File: src/rtl/conv_pkg.sv
// Shared types and sizing helpers for the convolution row scheduler.
package conv_pkg;

   localparam int unsigned IdxW = 11;

   typedef enum logic [2:0] {
      StIdle,
      StClear,
      StAccum,
      StOutput,
      StDone
   } state_e;

   function automatic int unsigned mac_cycles(input int unsigned d, input int unsigned f);
      return d * f * f + 2;
   endfunction

   function automatic int unsigned out_rows(input int unsigned h, input int unsigned f);
      return h - f + 1;
   endfunction

   function automatic int unsigned slices(input int unsigned h, input int unsigned f);
      return 2 * out_rows(h, f);
   endfunction

endpackage

File: src/rtl/conv_row_scheduler_if.sv
// Valid/ready slice result stream from the scheduler to its consumer.
interface conv_row_scheduler_if #(
   parameter int unsigned DATA_WIDTH = 16,
   parameter int unsigned NU         = 14
);
   import conv_pkg::*;

   logic                     out_valid;
   logic                     out_ready;
   logic [IdxW-1:0]          out_index;
   logic [NU*DATA_WIDTH-1:0] out_data;

   modport master (
      output out_valid,
      output out_index,
      output out_data,
      input  out_ready
   );

   modport slave (
      input  out_valid,
      input  out_index,
      input  out_data,
      output out_ready
   );

endinterface

File: src/rtl/conv_slice_counter.sv
// Tracks the current output row, column half and slice index of a pass.
module conv_slice_counter
   import conv_pkg::*;
#(
   parameter int unsigned NU = 14,
   parameter int unsigned H  = 30,
   parameter int unsigned F  = 3
) (
   input  logic            clk,
   input  logic            reset,
   input  logic            clear,
   input  logic            advance,
   output logic [IdxW-1:0] row_number,
   output logic [IdxW-1:0] column,
   output logic [IdxW-1:0] out_index,
   output logic            last
);

   localparam logic [IdxW-1:0] LastIdx = IdxW'(slices(H, F) - 1);
   localparam logic [IdxW-1:0] NuVal   = IdxW'(NU);

   logic [IdxW-1:0] row_q, row_d;
   logic [IdxW-1:0] col_q, col_d;
   logic [IdxW-1:0] idx_q, idx_d;

   always_ff @(posedge clk or negedge reset) begin
      if (!reset) begin
         row_q <= '0;
         col_q <= '0;
         idx_q <= '0;
      end else begin
         row_q <= row_d;
         col_q <= col_d;
         idx_q <= idx_d;
      end
   end

   always_comb begin
      row_d = row_q;
      col_d = col_q;
      idx_d = idx_q;
      if (clear) begin
         row_d = '0;
         col_d = '0;
         idx_d = '0;
      end else if (advance) begin
         idx_d = idx_q + 1'b1;
         col_d = (col_q == NuVal) ? '0 : NuVal;
         // The row moves on only after its second half has been delivered.
         if (col_q == NuVal) begin
            row_d = row_q + 1'b1;
         end
      end
   end

   assign row_number = row_q;
   assign column     = col_q;
   assign out_index  = idx_q;
   assign last       = (idx_q == LastIdx);

endmodule

File: src/rtl/conv_row_scheduler.sv
// Sequences clear/accumulate/output for every row half of a layer pass.
module conv_row_scheduler
   import conv_pkg::*;
#(
   parameter int unsigned DATA_WIDTH = 16,
   parameter int unsigned D          = 1,
   parameter int unsigned H          = 30,
   parameter int unsigned W          = 30,
   parameter int unsigned F          = 3,
   parameter int unsigned NU         = (W - F + 1) / 2
) (
   input  logic                     clk,
   input  logic                     reset,
   input  logic                     start,
   input  logic                     abort,
   output logic                     busy,
   output logic                     done,
   output logic [IdxW-1:0]          row_number,
   output logic [IdxW-1:0]          column,
   output logic                     cu_reset,
   input  logic [NU*DATA_WIDTH-1:0] cu_results,
   conv_row_scheduler_if.master     out_if
);

   localparam int unsigned MacCycles = mac_cycles(D, F);
   localparam int unsigned CntW      = $clog2(MacCycles) + 1;
   localparam logic [CntW-1:0] MacLast = CntW'(MacCycles - 1);

   state_e                  state_q, state_d;
   logic [CntW-1:0]         cnt_q, cnt_d;
   logic [NU*DATA_WIDTH-1:0] data_q, data_d;
   logic [IdxW-1:0]         idx;
   logic                    slice_last;
   logic                    handshake;
   logic                    abort_act;
   logic                    clear;
   logic                    advance;

   assign handshake = (state_q == StOutput) && out_if.out_ready;
   assign abort_act = (state_q != StIdle) && abort;
   // Clearing on the final handshake leaves the position at zero already in DONE.
   assign clear     = ((state_q == StIdle) && start) || abort_act || (handshake && slice_last);
   assign advance   = handshake && !abort;

   conv_slice_counter #(
      .NU (NU),
      .H  (H),
      .F  (F)
   ) u_slice_counter (
      .clk        (clk),
      .reset      (reset),
      .clear      (clear),
      .advance    (advance),
      .row_number (row_number),
      .column     (column),
      .out_index  (idx),
      .last       (slice_last)
   );

   always_ff @(posedge clk or negedge reset) begin
      if (!reset) begin
         state_q <= StIdle;
         cnt_q   <= '0;
         data_q  <= '0;
      end else begin
         state_q <= state_d;
         cnt_q   <= cnt_d;
         data_q  <= data_d;
      end
   end

   always_comb begin
      state_d = state_q;
      unique case (state_q)
         StIdle:   if (start) state_d = StClear;
         StClear:  state_d = StAccum;
         StAccum:  if (cnt_q == MacLast) state_d = StOutput;
         StOutput: if (out_if.out_ready) state_d = slice_last ? StDone : StClear;
         StDone:   state_d = StIdle;
         default:  state_d = StIdle;
      endcase
      if (abort_act) begin
         state_d = StIdle;
      end
   end

   always_comb begin
      cnt_d  = cnt_q;
      data_d = data_q;
      if (state_q == StClear) begin
         cnt_d = '0;
      end else if (state_q == StAccum) begin
         cnt_d = cnt_q + 1'b1;
         if (cnt_q == MacLast) begin
            data_d = cu_results;
         end
      end
   end

   always_comb begin
      busy             = (state_q != StIdle);
      done             = (state_q == StDone);
      cu_reset         = (state_q != StAccum);
      out_if.out_valid = (state_q == StOutput);
      out_if.out_index = idx;
      out_if.out_data  = data_q;
   end

endmodule

File: src/flat_wrapper.sv
// flat-port wrapper written by rule: the top's interface ports become plain ports
module conv_row_scheduler_flat import conv_pkg::*;
#(
   parameter int unsigned DATA_WIDTH = 16,
   parameter int unsigned D          = 1,
   parameter int unsigned H          = 30,
   parameter int unsigned W          = 30,
   parameter int unsigned F          = 3,
   parameter int unsigned NU         = (W - F + 1) / 2
)
  (clk, reset, start, abort, busy, done, row_number, column, cu_reset, cu_results, out_if_out_valid, out_if_out_index, out_if_out_data, out_if_out_ready);
  conv_row_scheduler_if #(.DATA_WIDTH(DATA_WIDTH), .NU(NU)) out_if_i ();
  input  logic clk;
  input  logic reset;
  input  logic start;
  input  logic abort;
  output logic busy;
  output logic done;
  output logic [IdxW-1:0] row_number;
  output logic [IdxW-1:0] column;
  output logic cu_reset;
  input  logic [NU*DATA_WIDTH-1:0] cu_results;
  output wire logic [$bits(out_if_i.out_valid)-1:0] out_if_out_valid;
  output wire logic [$bits(out_if_i.out_index)-1:0] out_if_out_index;
  output wire logic [$bits(out_if_i.out_data)-1:0] out_if_out_data;
  input wire logic [$bits(out_if_i.out_ready)-1:0] out_if_out_ready;
  assign out_if_out_valid = out_if_i.out_valid;
  assign out_if_out_index = out_if_i.out_index;
  assign out_if_out_data = out_if_i.out_data;
  assign out_if_i.out_ready = out_if_out_ready;
  conv_row_scheduler #(.DATA_WIDTH(DATA_WIDTH), .D(D), .H(H), .W(W), .F(F), .NU(NU)) u_core (.clk(clk), .reset(reset), .start(start), .abort(abort), .busy(busy), .done(done), .row_number(row_number), .column(column), .cu_reset(cu_reset), .cu_results(cu_results), .out_if(out_if_i));
endmodule
File: config.mk
export PLATFORM = sky130hd
export DESIGN_NAME = conv_row_scheduler_flat
export DESIGN_NICKNAME = d
export VERILOG_FILES = /design/src/rtl/conv_pkg.sv /design/src/rtl/conv_row_scheduler_if.sv /design/src/rtl/conv_slice_counter.sv /design/src/rtl/conv_row_scheduler.sv /design/src/flat_wrapper.sv
export SDC_FILE = /design/constraint.sdc
export NUM_CORES = 1
export LEC_CHECK = 0
export BUFFER_PORTS_ARGS = -buffer_cell sky130_fd_sc_hd__buf_2
export CORE_AREA = 2 2 191 193
export CTS_CLUSTER_SIZE = 20
export DETAILED_ROUTE_END_ITERATION = 8
export DIE_AREA = 0 0 193 195
export PLACE_DENSITY_LB_ADDON = 0.3
export SYNTH_ARGS = -nofsm -noshare
export SYNTH_HDL_FRONTEND = slang
export SYNTH_HIERARCHICAL = 1
export SYNTH_SLANG_ARGS = --single-unit
File: constraint.sdc
create_clock -name clk -period 2.92 [get_ports clk]
set_input_delay 0.146 -clock clk [delete_from_list [all_inputs] [get_ports clk]]
set_output_delay 0.146 -clock clk [all_outputs]
set_load 0.05 [all_outputs]
---- Word-level counts from Yosys, hierarchy flattened ----
Cells that the tools add are included.
storage, ports and cells
  logic and storage cells ................. 53
  flip-flop bits (word level) ............. 265
operators by class
  bitwise gates (word level) .............. 1
  eq/ne operators ......................... 11
  add/sub/neg operators ................... 3
  multiplexer cells ....................... 16
  reductions and logical operators ........ 16
operators with widths
  cell                                             number
  two-way mux 11 bit                               7
  adder 11 x 1 -> 11 bit (second input constant)   2
  two-way mux 3 bit                                5
  one-hot mux 3 bit (4 select lines)               1
  == test 11 x 4 -> 1 bit (second input constant)  1
  == test 11 x 6 -> 1 bit (second input constant)  1
  two-way mux 5 bit                                2
  == test 3 x 2 -> 1 bit (second input constant)   2
  != test 3 x 1 -> 1 bit (second input constant)   2
  != test 3 x 2 -> 1 bit (second input constant)   2
  AND reduction 3 bit                              2
  nonzero test 2 bit                               3
  adder 5 x 1 -> 5 bit (second input constant)     1
  == test 5 x 4 -> 1 bit (second input constant)   1
  logical AND 1 bit                                5
  two-way mux 4 bit                                1
  == test 3 x 1 -> 1 bit (second input constant)   1
  == test 3 bit (second input constant)            1
  logical NOT 3 bit                                1
  nonzero test 3 bit                               1
  logical OR 1 bit                                 2
  AND reduction 2 bit                              1
  logical NOT 1 bit                                1
  NOT 1 bit                                        1

---- Logic depth before layout (Yosys ltp) ----
  word-level depth ........................ 6
  depth in mapped cells ................... 11
  gate-level depth less buffers ........... 10

---- Hierarchy ----
The synthesis kept the hierarchy.
modules (own cells, without submodules)
  module              seq. area each (µm²)  instances  cells an instance  area each (µm²)
  conv_row_scheduler  5,805.6               1          517                8,832.2
  conv_slice_counter  575.6                 1          124                1,229.9

---- Worst setup path after synthesis ----
No wires, ideal clock.
  kind .................................... register -> register
  from .................................... register u_core.u_slice_counter.idx_q[0] (netlist: u_core/u_slice_counter/out_index[0])
  to ...................................... register u_core.u_slice_counter.row_q[8] (netlist: u_core/u_slice_counter/row_number[8])
  required time ........................... 2.788 ns
  stages on the path, launching flop included .. 12
  path buffers ............................ 1
  setup slack ............................. 0.358 ns
  data arrival time ....................... 2.430 ns
  period minus slack after synthesis ...... 2.562 ns
  path through ............................ dfrtp_1 ha_1 nor4b_1 nand2_1 nor4_1 nand3_1 nand2_1 buf_2 a21oi_2 nor4b_2 xnor2_1 nor2_1
on the way
  longest elaborated chain between the ends .. 5
  elaborated cells on any way between the ends .. 7
  those cells by class .................... 1 x eq/ne; 1 x mux; 5 x reduce/logical
RTL lines
  item                                  line                      text
  start: declaration                    conv_slice_counter.sv:24  logic [IdxW-1:0] idx_q, idx_d;
  start signal: assignment              conv_slice_counter.sv:34  idx_q <= idx_d;
  == test 11 x 6 -> 1 bit *             conv_slice_counter.sv:59  assign last = (idx_q == LastIdx);
  via u_core.slice_last                 conv_row_scheduler.sv:33  logic slice_last;
  logical AND 1 bit *                   conv_row_scheduler.sv:42  assign clear = ((state_q == StIdle) && start) || abort_act || (handshake && slice_last);
  logical OR 1 bit *                    conv_row_scheduler.sv:42
  via u_core.clear                      conv_row_scheduler.sv:36  logic clear;
  nonzero test 2 bit (no source line)   -
  AND reduction 2 bit (no source line)  -
  end signal: assignment                conv_slice_counter.sv:32  row_q <= row_d;
  end: declaration                      conv_slice_counter.sv:22  logic [IdxW-1:0] row_q, row_d;
The timed path passes the listed nets; every way through them passes the cells marked *.
A chain may end at the register's enable or synchronous reset.

---- Worst setup path in the final report ----
  from .................................... register u_core.u_slice_counter.idx_q[0] (netlist: u_core/u_slice_counter/out_index[0])
  to ...................................... register u_core.u_slice_counter.row_q[9] (netlist: u_core/u_slice_counter/row_number[9])
Same word-level chain as after synthesis.

==> impl_metrics.yaml <==
power_and_ir_drop:
  p_leak_nw: 7.71
  switching_power_mw: 2.46
  powerDensity_nw_per_um2: 542
  switching_share_pct: 28.2
  p_int_mw: 6.26
  peakVddDrop_mv: 0.424
  power_mw: 8.72
  seq_power_share_pct: 43.8
  combPwrFrac_pct: 17.7
  pwr-share-clk_pct: 38.5
route:
  drt_wl_total_um: 29200
  routed_via_density: 4.27
  postRouteAntennaNets: 0
  wire_per_inst_um: 15.8
  drt-initial-drc-count: 229
  drc: 0
  vias: 7871
  drt-pass1-iter-count: 4
grt:
  overflow: 0
  grtUsageTotal_pct: 14.7
  grt_pass1_wl_um: 44400
  antenna_found_initial: 0
  grt_max_degree: 96
  first_global_vias: 8455
clocking:
  cts_max_level: 1
  cts_inserted_buffers: 27
  postCtsSetupBuffers: 0
  clock_path_buffers: 3
  cts_tree: "built"
  clk_pin_slew_ns: 0.06
  clockRootBuffer: "clkbuf_16"
  clock_sinks: 255
  clk_latency_ns: 0.53
finish:
  diodes: 0
  stdcell_count: 1842
  layout_commonest_cell: "buf_2"
  fillerInstances: 3175
  drive_above_1_share_pct: 44.2
  design_area_um2: 16100
  final_cell_mix: "buf_2 (480), dfrtp_1 (255), dlygate4sd3_1 (229), mux2_1 (160), mux2_2 (64)"
  fin_nets: 1594
  area_delta_synth_final_pct: 59.8
place:
  gp_congestion: 0.764
  hpwl_um: 19700
  port_buffers: 481
  place_area_um2: 12900
  placed_cells: 1564
setup_path:
  worst_path_max_delay_cell: "dfrtp_1"
  cp-start-kind: "flip-flop"
  cpMostUsedCell: "nand2_1"
  cp.depth: 10
  r2r_start: "u_core/u_slice_counter/out_index[0]"
  worstPathCellList: "ha_1 > nor4b_1 > nand2_1 > nor4_2 > nand3_1 > nand2_1 > a21oi_2 > nor2_1 > a21oi_1 > a31o_2"
  crit_family: "simple AND/OR/NAND/NOR gates"
  cp.required_ns: 3.34
  crit_path_end_kind: "flip-flop"
  reg2reg_depth: 10
  timing.rr.end: "u_core/u_slice_counter/row_number[9]"
  cp.arrival_ns: 2.84
  cp_num_buf_inv: 0
  max_stage_delay_ns: 0.39
  cp_max_fo: 8
  critPathKind: "flip-flop to flip-flop"
  r2r_slack_ns: 0.50
timing:
  hold_violations: 0
  grt_setup_unrepaired: "no"
  finClkSkew_ns: 0.00738
  fmax_mhz: 413
  slew_headroom_pct: 49.3
  tightest_slew_ns: 0.761
  min_period_ns: 2.42
  setup_viol: 0
  timing.final.crit_share_pct: 83.0
  hold_ws_ns: 0.259
  setup_tns_ns: 0
  drv_slew: 0
floorplanning:
  die_h_um: 195
  ios: 490
  chipWidth_um: 193
  num_rows: 69
  core_area_um2: 35400
  dieArea_um2: 37600
  start_util_pct: 28.4
worst_hold_path:
  hp-class: "input pin to async pin"
synth:
  avgSynthCellArea_um2: 15.7
  syn_area_um2: 10100
  ys_warn_count: 6
  ys_ff_latch: 255
  async_flop_share_pct: 100
  synth_edf_count: 0
  yosysSeqAreaShare_pct: 63.4
  synthFlopType: "dfrtp_1"
  syn_inst: 641
  synth_cell_types: 44
run_status:
  outcome: "complete, no violations"
run:
  max_cap_violations: 0
[state kept, by name, summed over array words and instances (netlist names)]
name                               cells
u_core/out_if.out_data               224
u_core/u_slice_counter/out_index      11
u_core/u_slice_counter/row_number     11
u_core/cnt_q                           5
u_core/state_q                         3
u_core/u_slice_counter/column          1
[metrics by stage]
stage	setup slack, ns	util [%]
2_1_floorplan	0.358	-
3_3_place_gp	0.478	36.5
3_5_place_dp	0.435	36.5
4_1_cts	0.424	45.4
5_1_grt	0.119	45.4
6_report	0.496	45.4
[metal layers]
metal  vias up  track usage [%]  wire length [um]
met5         -                0                 0
met4         0             4.97               918
met3        70             3.99              2540
met1      3786             16.2             11100
met2       335             26.9             14600
li1       3680                -                 -
[power by group through the flow]
stage / clock network [mW] / registers, mW / logic, mW
2_1_floorplan: 0 / 4.44 / 0.252
3_3_place_gp: 0 / 3.87 / 1.29
3_5_place_dp: 0 / 3.87 / 1.30
4_1_cts: 3.48 / 3.81 / 1.55
5_1_grt: 3.64 / 3.84 / 1.64
6_report: 3.36 / 3.81 / 1.54
[logic make-up after synthesis]
kind of cell	Yosys count	share of synthesized area (%)
other cells	1	0.0373
simple gates	81	4.70
compound gates	13	0.895
xor+xnor	19	1.65
buf+inv	40	3.33
mux	228	25.5
flops	255	63.4
fa+ha+maj	4	0.497
[worst max-delay path by stage]
| stage | start | to | slack, ns |
|---|---|---|---|
| after floorplan | u_core/u_slice_counter/out_index[0] | u_core/u_slice_counter/row_number[8] | 0.36 |
| final | u_core/u_slice_counter/out_index[0] | u_core/u_slice_counter/row_number[9] | 0.50 |
| after CTS | u_core/u_slice_counter/out_index[0] | u_core/u_slice_counter/row_number[9] | 0.42 |
| after global placement | u_core/u_slice_counter/out_index[0] | u_core/u_slice_counter/row_number[10] | 0.48 |
| after detailed placement | u_core/u_slice_counter/out_index[0] | u_core/u_slice_counter/row_number[9] | 0.44 |
| after global routing | u_core/u_slice_counter/out_index[0] | u_core/u_slice_counter/row_number[9] | 0.12 |
[cell usage after synthesis, types with 4 or more instances]
cell type	n	share of area (%)
buf_2	7	0.35
mux2_2	64	7.2
mux2i_1	4	0.40
nor2_1	24	0.90
a21oi_1	4	0.20
buf_4	11	0.82
dfrtp_1	255	63
nand2_1	14	0.52
xnor2_1	10	0.87
buf_6	18	2.0
nand4_1	6	0.37
mux2_1	160	18
ha_1	4	0.50
nand3_1	8	0.40
xor2_1	9	0.78
[layout make-up]
type	count	area (um^2)	share of cell area (%)
Tap cell	461	577	3.59
Multi-Input combinational cell	353	3390	21.1
Clock inverter	7	60.1	0.374
Sequential cell	255	6380	39.7
Clock buffer	42	812	5.05
Inverter	2	7.51	0.0467
Timing Repair Buffer	722	4850	30.2
[repair_timing]
| action | in CTS | in global routing |
|---|---|---|
| endpoints found under the setup margin | 0 | 1 |
| hold buffers | 229 | 0 |
| resized for setup | 0 | 1 |
| endpoints found under the hold margin | 316 | 0 |
Power figures use the tool's default switching activity.
